[config.mk]
export PLATFORM = sky130hd
export DESIGN_NAME = dmem_arbiter
export DESIGN_NICKNAME = d
export VERILOG_FILES = /design/src/rtl/dmem_arbiter.sv
export SDC_FILE = /design/constraint.sdc
export NUM_CORES = 1
export LEC_CHECK = 0
export ABC_CLOCK_PERIOD_IN_PS = 1400
export CORE_AREA = 2 2 122 124
export DETAILED_ROUTE_END_ITERATION = 8
export DIE_AREA = 0 0 124 126
export GPL_TIMING_DRIVEN = 0
export PLACE_DENSITY = 0.5
export SLEW_MARGIN = 10
export SYNTH_ARGS = -nofsm -noshare
export SYNTH_HDL_FRONTEND = slang
export SYNTH_SLANG_ARGS = --single-unit
[constraint.sdc]
create_clock -name clk -period 1.4 [get_ports clk]
set_input_delay 0.14 -clock clk [delete_from_list [all_inputs] [get_ports clk]]
set_output_delay 0.14 -clock clk [all_outputs]
set_load 0.02 [all_outputs]
[src/rtl/dmem_arbiter.sv]
`default_nettype none
// ============================================================================
//  Module   : dmem_arbiter
//  Purpose  : Shares the data-memory port between the pipeline (P, fixed
//             priority) and an auxiliary requester (X, bounded wait), and
//             steers one-cycle-latency read data back to the read's owner.
//  Revision : 1.0  initial release
// ============================================================================
module dmem_arbiter #(
    parameter int STARVE_LIMIT = 4,
    parameter int CNT_W        = 4
) (
    input  logic        clk,
    input  logic        rst,

    input  logic        p_rd_i,
    input  logic        p_wr_i,
    input  logic [31:0] p_addr_i,
    input  logic [31:0] p_wdata_i,
    input  logic [3:0]  p_bmask_i,
    output logic        p_stall_o,
    output logic        p_rvalid_o,
    output logic [31:0] p_rdata_o,

    input  logic        x_req_i,
    input  logic        x_we_i,
    input  logic [31:0] x_addr_i,
    input  logic [31:0] x_wdata_i,
    input  logic [3:0]  x_bmask_i,
    output logic        x_gnt_o,
    output logic        x_rvalid_o,
    output logic [31:0] x_rdata_o,

    output logic        mem_rd_o,
    output logic [31:0] mem_addr_o,
    output logic [31:0] mem_wdata_o,
    output logic [3:0]  mem_bmask_o,
    input  logic [31:0] mem_rdata_i
);

    // Owner of the read that was issued in the previous cycle
    localparam logic [1:0]       c_OWN_NONE = 2'b00;
    localparam logic [1:0]       c_OWN_P    = 2'b01;
    localparam logic [1:0]       c_OWN_X    = 2'b10;
    localparam logic [CNT_W-1:0] c_CNT_MAX  = {CNT_W{1'b1}};
    localparam logic [CNT_W-1:0] c_LIMIT    = CNT_W'(STARVE_LIMIT);

    logic             w_p_req;
    logic             w_p_is_wr;
    logic             w_starved;
    logic             w_x_win;
    logic             w_p_win;
    logic [CNT_W-1:0] r_starve_cnt;
    logic [CNT_W-1:0] w_starve_nxt;
    logic [1:0]       r_rd_owner;
    logic [1:0]       w_rd_owner_nxt;
    logic             w_unused_addr_bits;

    // Byte offset is dropped: memory is word addressed
    assign w_unused_addr_bits = ^{p_addr_i[1:0], x_addr_i[1:0]};

    // ------------------------------------------------------------------
    // Arbitration
    // ------------------------------------------------------------------
    always_comb begin
        w_p_req   = p_rd_i | p_wr_i;
        w_p_is_wr = p_wr_i;
        w_starved = (r_starve_cnt >= c_LIMIT);
        w_x_win   = ~rst & x_req_i & (~w_p_req | w_starved);
        w_p_win   = ~rst & w_p_req & ~w_x_win;
    end

    assign x_gnt_o   = w_x_win;
    assign p_stall_o = ~rst & w_p_req & w_x_win;

    // ------------------------------------------------------------------
    // Memory port drive from the winner
    // ------------------------------------------------------------------
    always_comb begin
        mem_rd_o    = 1'b0;
        mem_addr_o  = 32'h0;
        mem_wdata_o = 32'h0;
        mem_bmask_o = 4'h0;
        if (w_x_win) begin
            mem_addr_o = {x_addr_i[31:2], 2'b00};
            if (x_we_i) begin
                mem_wdata_o = x_wdata_i;
                mem_bmask_o = x_bmask_i;
            end else begin
                mem_rd_o = 1'b1;
            end
        end else if (w_p_win) begin
            mem_addr_o = {p_addr_i[31:2], 2'b00};
            if (w_p_is_wr) begin
                mem_wdata_o = p_wdata_i;
                mem_bmask_o = p_bmask_i;
            end else begin
                mem_rd_o = 1'b1;
            end
        end
    end

    // ------------------------------------------------------------------
    // Starvation counter and read-owner tracking
    // ------------------------------------------------------------------
    always_comb begin
        w_starve_nxt = '0;
        if (x_req_i && !w_x_win) begin
            w_starve_nxt = (r_starve_cnt == c_CNT_MAX) ? c_CNT_MAX
                                                       : r_starve_cnt + 1'b1;
        end

        w_rd_owner_nxt = c_OWN_NONE;
        if (w_x_win && !x_we_i) begin
            w_rd_owner_nxt = c_OWN_X;
        end else if (w_p_win && !w_p_is_wr) begin
            w_rd_owner_nxt = c_OWN_P;
        end
    end

    always_ff @(posedge clk) begin
        if (rst) begin
            r_starve_cnt <= '0;
            r_rd_owner   <= c_OWN_NONE;
        end else begin
            r_starve_cnt <= w_starve_nxt;
            r_rd_owner   <= w_rd_owner_nxt;
        end
    end

    // Gated by rst so a read granted just before reset returns nothing
    assign p_rvalid_o = ~rst & (r_rd_owner == c_OWN_P);
    assign x_rvalid_o = ~rst & (r_rd_owner == c_OWN_X);
    assign p_rdata_o  = p_rvalid_o ? mem_rdata_i : 32'h0;
    assign x_rdata_o  = x_rvalid_o ? mem_rdata_i : 32'h0;

endmodule
`default_nettype wire

== Yosys cells after proc, flatten, opt, wreduce, memory -nomap -nowiden ==
Index checks and enable logic that the tools add are counted.
Word-level totals
  latch bits: 0
  memories: 0
  flip-flop bits (word level): 6
  input port bits: 174
  memory bits (writable): 0
  ROM bits: 0
Cells by class
  equality and inequality tests: 3
  multiplexer cells: 19
  bitwise operators: 13
  reduce and logical (&&, ||, !) cells: 8
  multiply operators: 0
  divide/modulo/power cells: 0
  $add $sub $neg: 1
  shift operators: 0
  $lt $le $gt $ge: 1
Operators with widths (number)
  $mux W32: 8
  $mux W4: 5
  $and A1 B1 Y1: 7
  $mux W1: 5
  $add A4 B1 Y4 const B: 1
  $eq A4 B4 Y1 const B: 1
  $ge A4 B3 Y1 const B: 1
  $not A1 Y1: 4
  $reduce_or A2 Y1: 2
  $logic_and A1 B1 Y1: 3
  $logic_not A1 Y1: 3
  $eq A2 B1 Y1 const B: 1
  $eq A2 B2 Y1 const B: 1
  $mux W2: 1
  $or A1 B1 Y1: 2

== Logic depth before layout (Yosys ltp) ==
Gate-level depths: netlist of run 1.
  word-level depth: 9
  depth in mapped cells: 4
  mapped depth without buffers: 3

== Least setup slack after synthesis of run 1 ==
No wires, ideal clock.
  path type: register to output
  from: register r_rd_owner[0]
  to: output p_rdata_o[22]
  cell stages (with the launch flop): 4
  slack: -68 ps
  data arrival time: 1328 ps
  data required time: 1260 ps
  path through: dfxtp_1 > nor3b_1 > clkbuf_1 > and2_1
Between the ends
  longest elaborated chain between the ends: 3
RTL lines
  start, declared: RTL line 55  | logic [1:0] r_rd_owner;
  start signal, assigned: RTL line 124  | r_rd_owner <= c_OWN_NONE;
  start signal, assigned: RTL line 127  | r_rd_owner <= w_rd_owner_nxt;
  $eq A2 B1 Y1: RTL line 132  | assign p_rvalid_o = ~rst & (r_rd_owner == c_OWN_P);
  $and A1 B1 Y1: RTL line 132
  via p_rvalid_o: RTL line 22  | output logic p_rvalid_o,
  $mux W32: RTL line 134  | assign p_rdata_o = p_rvalid_o ? mem_rdata_i : 32'h0;
  end, declared: RTL line 23  | output logic [31:0] p_rdata_o,
The timed path passes the listed nets, and every way through them passes these cells.

== Worst setup path after layout of run 1 ==
  from: register r_starve_cnt[2]
  to: output mem_wdata_o[10]
Between the ends
  longest elaborated chain between the ends: 7
RTL lines
  start, declared: RTL line 53  | logic [CNT_W-1:0] r_starve_cnt;
  start signal, assigned: RTL line 126  | r_starve_cnt <= w_starve_nxt;
  $ge A4 B3 Y1 (*): RTL line 68  | w_starved = (r_starve_cnt >= c_LIMIT);
  $or A1 B1 Y1 (*): RTL line 69  | w_x_win = ~rst & x_req_i & (~w_p_req | w_starved);
  $and A1 B1 Y1 (*): RTL line 69
  $not A1 Y1: RTL line 70  | w_p_win = ~rst & w_p_req & ~w_x_win;
  $and A1 B1 Y1: RTL line 70
  $mux W32: RTL line 92  | end else if (w_p_win) begin
  $mux W32 (*): RTL line 84  | if (w_x_win) begin
  end, declared: RTL line 36  | output logic [31:0] mem_wdata_o,
Mark *: on every way between the ends. The rest lies on a longest branch, timed or not.

==> run metrics, run 1 <==
status=finished with violations; failing checks=setup timing; total number of vias=2,883; Die Width=124 um; final net count=705; post-route setup slack=-0.347 ns; Final Max Slew Viols=0; sequential share of the synthesized area=0.0856; Setup crit end kind=output pin; die footprint=0.0156 sq mm; Root Driver=clkbuf_16; largest net degree at the start of global routing=11; maxcap violations=0; reg2reg path depth=5; Area Overhead vs Synth=308%; DRT met1 WL=3.55 mm; min-delay worst type=in -> reg; Core Area=0.0143 sq mm; Crit Path Category=reg -> out; Hold Startpoint=p_wr_i; leakage power=2.56 nW; Crit Reg-Reg Startpoint=r_starve_cnt[2]$_SDFF_PP0_; Sink Count=6; filler cell count=1,422; DRC violations left=0; clk_lat worst skew=0.23 ns; Critical Path Start Type=flop; met2 WL=6.30 mm; Max rail drop VDD=0.341 mV; routed vias/inst=4.04; Period minus WS final=1.75 ns; multi-input combinational cell area=0.00140 sq mm; PwrDens=371 mW/mm^2; RSZ-0062 raised after global routing=true; Total Routed Length=11.1 mm; GRT Total Usage=0.131; Placement Rows=44; Hold EP=r_rd_owner[0]$_SDFF_PP0_; Seq cells post-synth=6; initial antenna violation count=1; Finished Cell Area=0.00573 sq mm; First DRT Iteration DRCs=31; IO Count=311; Post-DP Area=0.00469 sq mm; f_max=0.573 GHz; vias in the first global route=3,148; share of cells above drive strength 1=0.528; Area contributors post-synth=a22o_1 41%, and2_1 29%, dfxtp_1 8.6%; Seq. cell area=128 sq um; first-pass GRT wire length=16.0 mm; cts hold-fix bufs=0; Port Buffers=304; Final Cycle Share=1.25; met3 routed WL=1.02 mm; flop2flop setup slack=0.15 ns; Clock transition at path regs=0.03 ns; FF-to-FF End=r_rd_owner[0]$_SDFF_PP0_; worst-path fanout max=6; Cell variety after synth=25; initial core utilization=0.0981; DP HPWL=8.69 mm; grt total ovfl=0; WHS Path Cells=4; crit path DAT=1.61 ns; H-tree levels=1; CTS Buf Count=3; CTS tree=yes; Synth top area share=0.412; post-synthesis cell count=181; cell taking the most area after synthesis=a22o_1; Die Ht=126 um; DR top layer=met4; Critical Path RT=1.26 ns; drt wl/cell=15.6 um; CTS max path bufs=2; remaining antenna violation count=0; drt first pass iters=4; synth warn=0; GPL Wtd Cong=0.825; dpl ws=-1.29 ns; Post-Synthesis Cell Area=0.00140 sq mm; final hold vios=0; worst clock skew=0.00154 ns; final setup vio count=130; Post-Syn Area per Cell=7.76 sq um
## report_power, final
part / internal (W) / switching, W
registers: 0.000177 / 0.00000532
logic: 0.000930 / 0.000544
clock network: 0.000367 / 0.000105
## per-stage QoR
step | total power [W] | TNS, ns | hold slack, ns | util | cells
final | 0.00213 | -24.55 | 0.379 | 0.400 | 713
after global placement | 0.00143 | -152.97 | 0.441 | 0.327 | 671
after detailed placement | 0.00144 | -153.44 | 0.446 | 0.327 | 671
after CTS | 0.00211 | -26.88 | 0.268 | 0.388 | 709
after floorplan | 0.000615 | -2.12 | 0.230 | - | 183
after global routing | 0.00224 | -32.57 | 0.403 | 0.400 | 713
## sequential cells by signal, indices dropped and copies added (netlist names)
name / flops
r_starve_cnt: 4
r_rd_owner: 2
## cells in the final DEF (no fill, tap or decap), types with 2 or more instances in the layout
cell,Yosys,final
clkdlybuf4s50_1,0,165
buf_6,3,160
a22o_1,66,66
and2_4,0,64
buf_8,0,13
buf_4,2,12
buf_2,9,4
buf_12,0,4
nor3b_4,1,3
nor3_1,4,3
conb_1,1,3
clkbuf_16,0,3
dfxtp_2,0,3
dfxtp_1,6,2
## cell type report
cell class / instances / area share
plain buffers: 18 / 0.0393
inverters: 2 / 0.00131
well taps: 184 / 0.0402
diodes: 1 / 0.000437
flip-flops and latches: 6 / 0.0223
multi-input cells: 155 / 0.244
clock buffers: 3 / 0.0131
repair buffers: 344 / 0.639
## what timing repair did
item	4_1_cts	5_1_grt
gates resized for setup	916	65
cloned	11	1
pin swaps	34	36
setup endpoints to repair	136	135
setup buffers	24	6
## routing by layer
metal  up-vias  track usage
met5         -            0
met4         0       0.0463
met3        18       0.0344
met2       166        0.270
met1      1328        0.118
li1       1371            -
## synth_stat cells, drive strengths merged
master and number:
a211oi 2, a21o 1, a21oi 1, a22o 66
a31oi 1, and2 65, buf 14, clkbuf 6
conb 1, dfxtp 6, ha 1, inv 2
nand2 1, nand2b 1, nand3 1, nor2 2
nor3 4, nor3b 3, nor4b 1, o21a 1
or2 1
## worst max path at each step
stage                     cells after the start  slack (ns)                        from              end
after global routing                          6       -0.41  r_starve_cnt[2]$_SDFF_PP0_  mem_wdata_o[22]
final                                         6       -0.35  r_starve_cnt[2]$_SDFF_PP0_  mem_wdata_o[10]
after detailed placement                      5       -1.29                         rst    p_rdata_o[10]
after CTS                                     6       -0.35  r_starve_cnt[2]$_SDFF_PP0_   mem_wdata_o[8]
after floorplan                               4       -0.07  r_starve_cnt[3]$_SDFF_PP0_  mem_wdata_o[10]
after global placement                        5       -1.29                         rst     x_rdata_o[5]
## critical path: stages (launching register included)
cell     delay, ns
dfxtp_2       0.34
o21a_4        0.24
nor3b_4       0.19
buf_6         0.17
buf_4         0.15
a22o_1        0.16
buf_6         0.12
## kinds of logic (layout without fill, tap and decap cells)
logic type	count (synthesis)	in the layout	share of synthesized area
AOI/OAI and AO/OA	72	72	0.453
DFF	6	6	0.0856
adders and majority gates	1	1	0.00891
buffers and inverters	22	367	0.0882
and+or+nand+nor	79	79	0.362
other	1	4	0.00267
Power figures use the tool's default switching activity.
==> run 2: changes to the inputs <==
==> constraint.sdc (replaced) <==
create_clock -name clk -period 1.4 [get_ports clk]
set_input_delay 0.28 -clock clk [delete_from_list [all_inputs] [get_ports clk]]
set_output_delay 0.28 -clock clk [all_outputs]
set_load 0.02 [all_outputs]
==> run 2 against run 1 <==
  * The run still ends with setup timing left
  * Setup slack worse by 0.15 ns
  * Critical path type unchanged
  * Power increased by 11%
  * Clock-buffer cell count stayed put
  * Highest routed layer unchanged
  * Wire length is 11% higher
  * Largest cell class unchanged
  * Final area is 13% higher
  * Largest power group unchanged
  * Utilization up 5.0 points
  * Critical path depth grew 1
  * Maximum frequency down 7.9%
==> run metrics, run 2 (synthesis results as in run 1) <==
Post-DP Area=0.00511 sq mm; first-pass GRT wire length=17.9 mm; commonest non-fill, non-tap cell in the layout=buf_6; DRC violations left=0; Max rail drop VDD=0.292 mV; Die Width=124 um; drt first pass iters=3; Critical Path RT=1.12 ns; grt total ovfl=0; f_max=0.527 GHz; Final Max Slew Viols=0; initial antenna violation count=0; Port Buffers=304; Ant. Diodes=0; Setup TNS Final=-45.43 ns; CTS tree=yes; cts hold-fix bufs=0; filler cell count=1,366; PwrDens=365 mW/mm^2; Area Overhead vs Synth=359%; Core Area=0.0143 sq mm; Final Cycle Share=1.36; combinational fraction of design power=0.727; GRT Total Usage=0.149; sw power=0.000726 W; worst clock skew=0.00136 ns; clk_lat worst skew=0.23 ns; final net count=721; die footprint=0.0156 sq mm; maxcap violations=0; RSZ-0062 raised after global routing=true; CTS Buf Count=3; Finished Cell Area=0.00645 sq mm; CTS max path bufs=2; largest net degree at the start of global routing=11; max FFs per register=4; most frequent cells in the layout=175 x buf_6, 164 x clkdlybuf4s50_1, 64 x and2_4, 42 x a22o_4, 24 x a22o_1; Root Driver=clkbuf_16; initial core utilization=0.0981; GPL Wtd Cong=0.825; Clock Power Share=0.196; IO Count=311; post-layout util=0.450; Pint=0.00163 W; Period minus WS final=1.90 ns; drt wl/cell=16.9 um; Die Ht=126 um; failing checks=setup timing; final setup vio count=134; Largest Register=r_starve_cnt; dpl ws=-1.62 ns; routed vias/inst=4.05; post-route setup slack=-0.497 ns; Reg power frac=0.077; Total Routed Length=12.3 mm; remaining antenna violation count=0; Placement Rows=44; worst-path fanout max=10; H-tree levels=1; crit path DAT=1.62 ns; First DRT Iteration DRCs=86; leakage power=2.94 nW; Critical Path Start Type=flop; final hold vios=0; total number of vias=2,945; Setup crit end kind=output pin; WHS=0.358 ns; min-delay worst type=in -> reg; vias in the first global route=3,254; Sw Ratio=0.309; status=finished with violations; largest registers=r_starve_cnt (4), r_rd_owner (2); share of cells above drive strength 1=0.621; Clock transition at path regs=0.03 ns; DP HPWL=9.42 mm; Sink Count=6; Crit Path Category=reg -> out
run 2: cell count changes in the layout (fill, tap and decap cells not counted), moves of 3 or more:
| cell | delta |
|---|---|
| a22o_1 | -42 |
| a22o_4 | +42 |
| buf_6 | +15 |
| buf_12 | +7 |
| buf_4 | -4 |
| buf_16 | +3 |
| buf_8 | -3 |
run 2: routing by layer:
metal,vias up,global-route usage,wire (um)
met2,124,0.294,7040
li1,1408,-,-
met1,1402,0.162,4390
met5,-,0,0
met3,11,0.0267,717
met4,0,0.0317,147
run 2: path summary, 6_finish.rpt:
path	slack, ns	from	cells after the start	endpoint
setup / recovery	-0.50	r_starve_cnt[2]$_SDFF_PP0_	7	mem_wdata_o[1]
hold / removal	0.36	p_wr_i	3	r_rd_owner[0]$_SDFF_PP0_
setup reg to reg	0.14	r_starve_cnt[3]$_SDFF_PP0_	4	r_rd_owner[0]$_SDFF_PP0_
hold reg to reg	0.45	r_starve_cnt[0]$_SDFF_PP0_	1	r_starve_cnt[0]$_SDFF_PP0_
run 2: stage by stage:
stage,instances,total power (W)
global route,728,0.00246
global placement,671,0.00158
floorplan,183,0.000727
finish,728,0.00235
CTS,730,0.00235
detailed placement,671,0.00158
run 2: worst max-delay path: stages, from the launching register on:
cell and delay, ns:
dfxtp_4 0.35, nor2_4 0.19, a211oi_4 0.08, buf_6 0.14
buf_12 0.13, buf_12 0.14, a22o_4 0.21, buf_6 0.13
run 2: final cells by class:
cell class / instances / area [sq um] / area share
well taps: 184 / 230 / 0.0357
plain buffers: 13 / 216 / 0.0336
clock buffers: 3 / 75.1 / 0.0116
repair buffers: 365 / 4010 / 0.623
multi-input cells: 155 / 1770 / 0.275
inverters: 2 / 7.51 / 0.00116
flip-flops and latches: 6 / 130 / 0.0202
run 2: power groups by stage:
stage	logic (W)	registers, W	clock network (W)
global placement	0.00139	0.000183	0
CTS	0.00170	0.000182	0.000470
floorplan	0.000544	0.000182	0
finish	0.00171	0.000180	0.000462
global route	0.00179	0.000181	0.000485
detailed placement	0.00140	0.000183	0
run 2: what timing repair did:
| action | in CTS | in global routing |
|---|---|---|
| cloned | 13 | 2 |
| resized for setup | 977 | 42 |
| setup endpoints to repair | 137 | 134 |
| pin swaps | 56 | 39 |
| setup buffers | 43 | 8 |
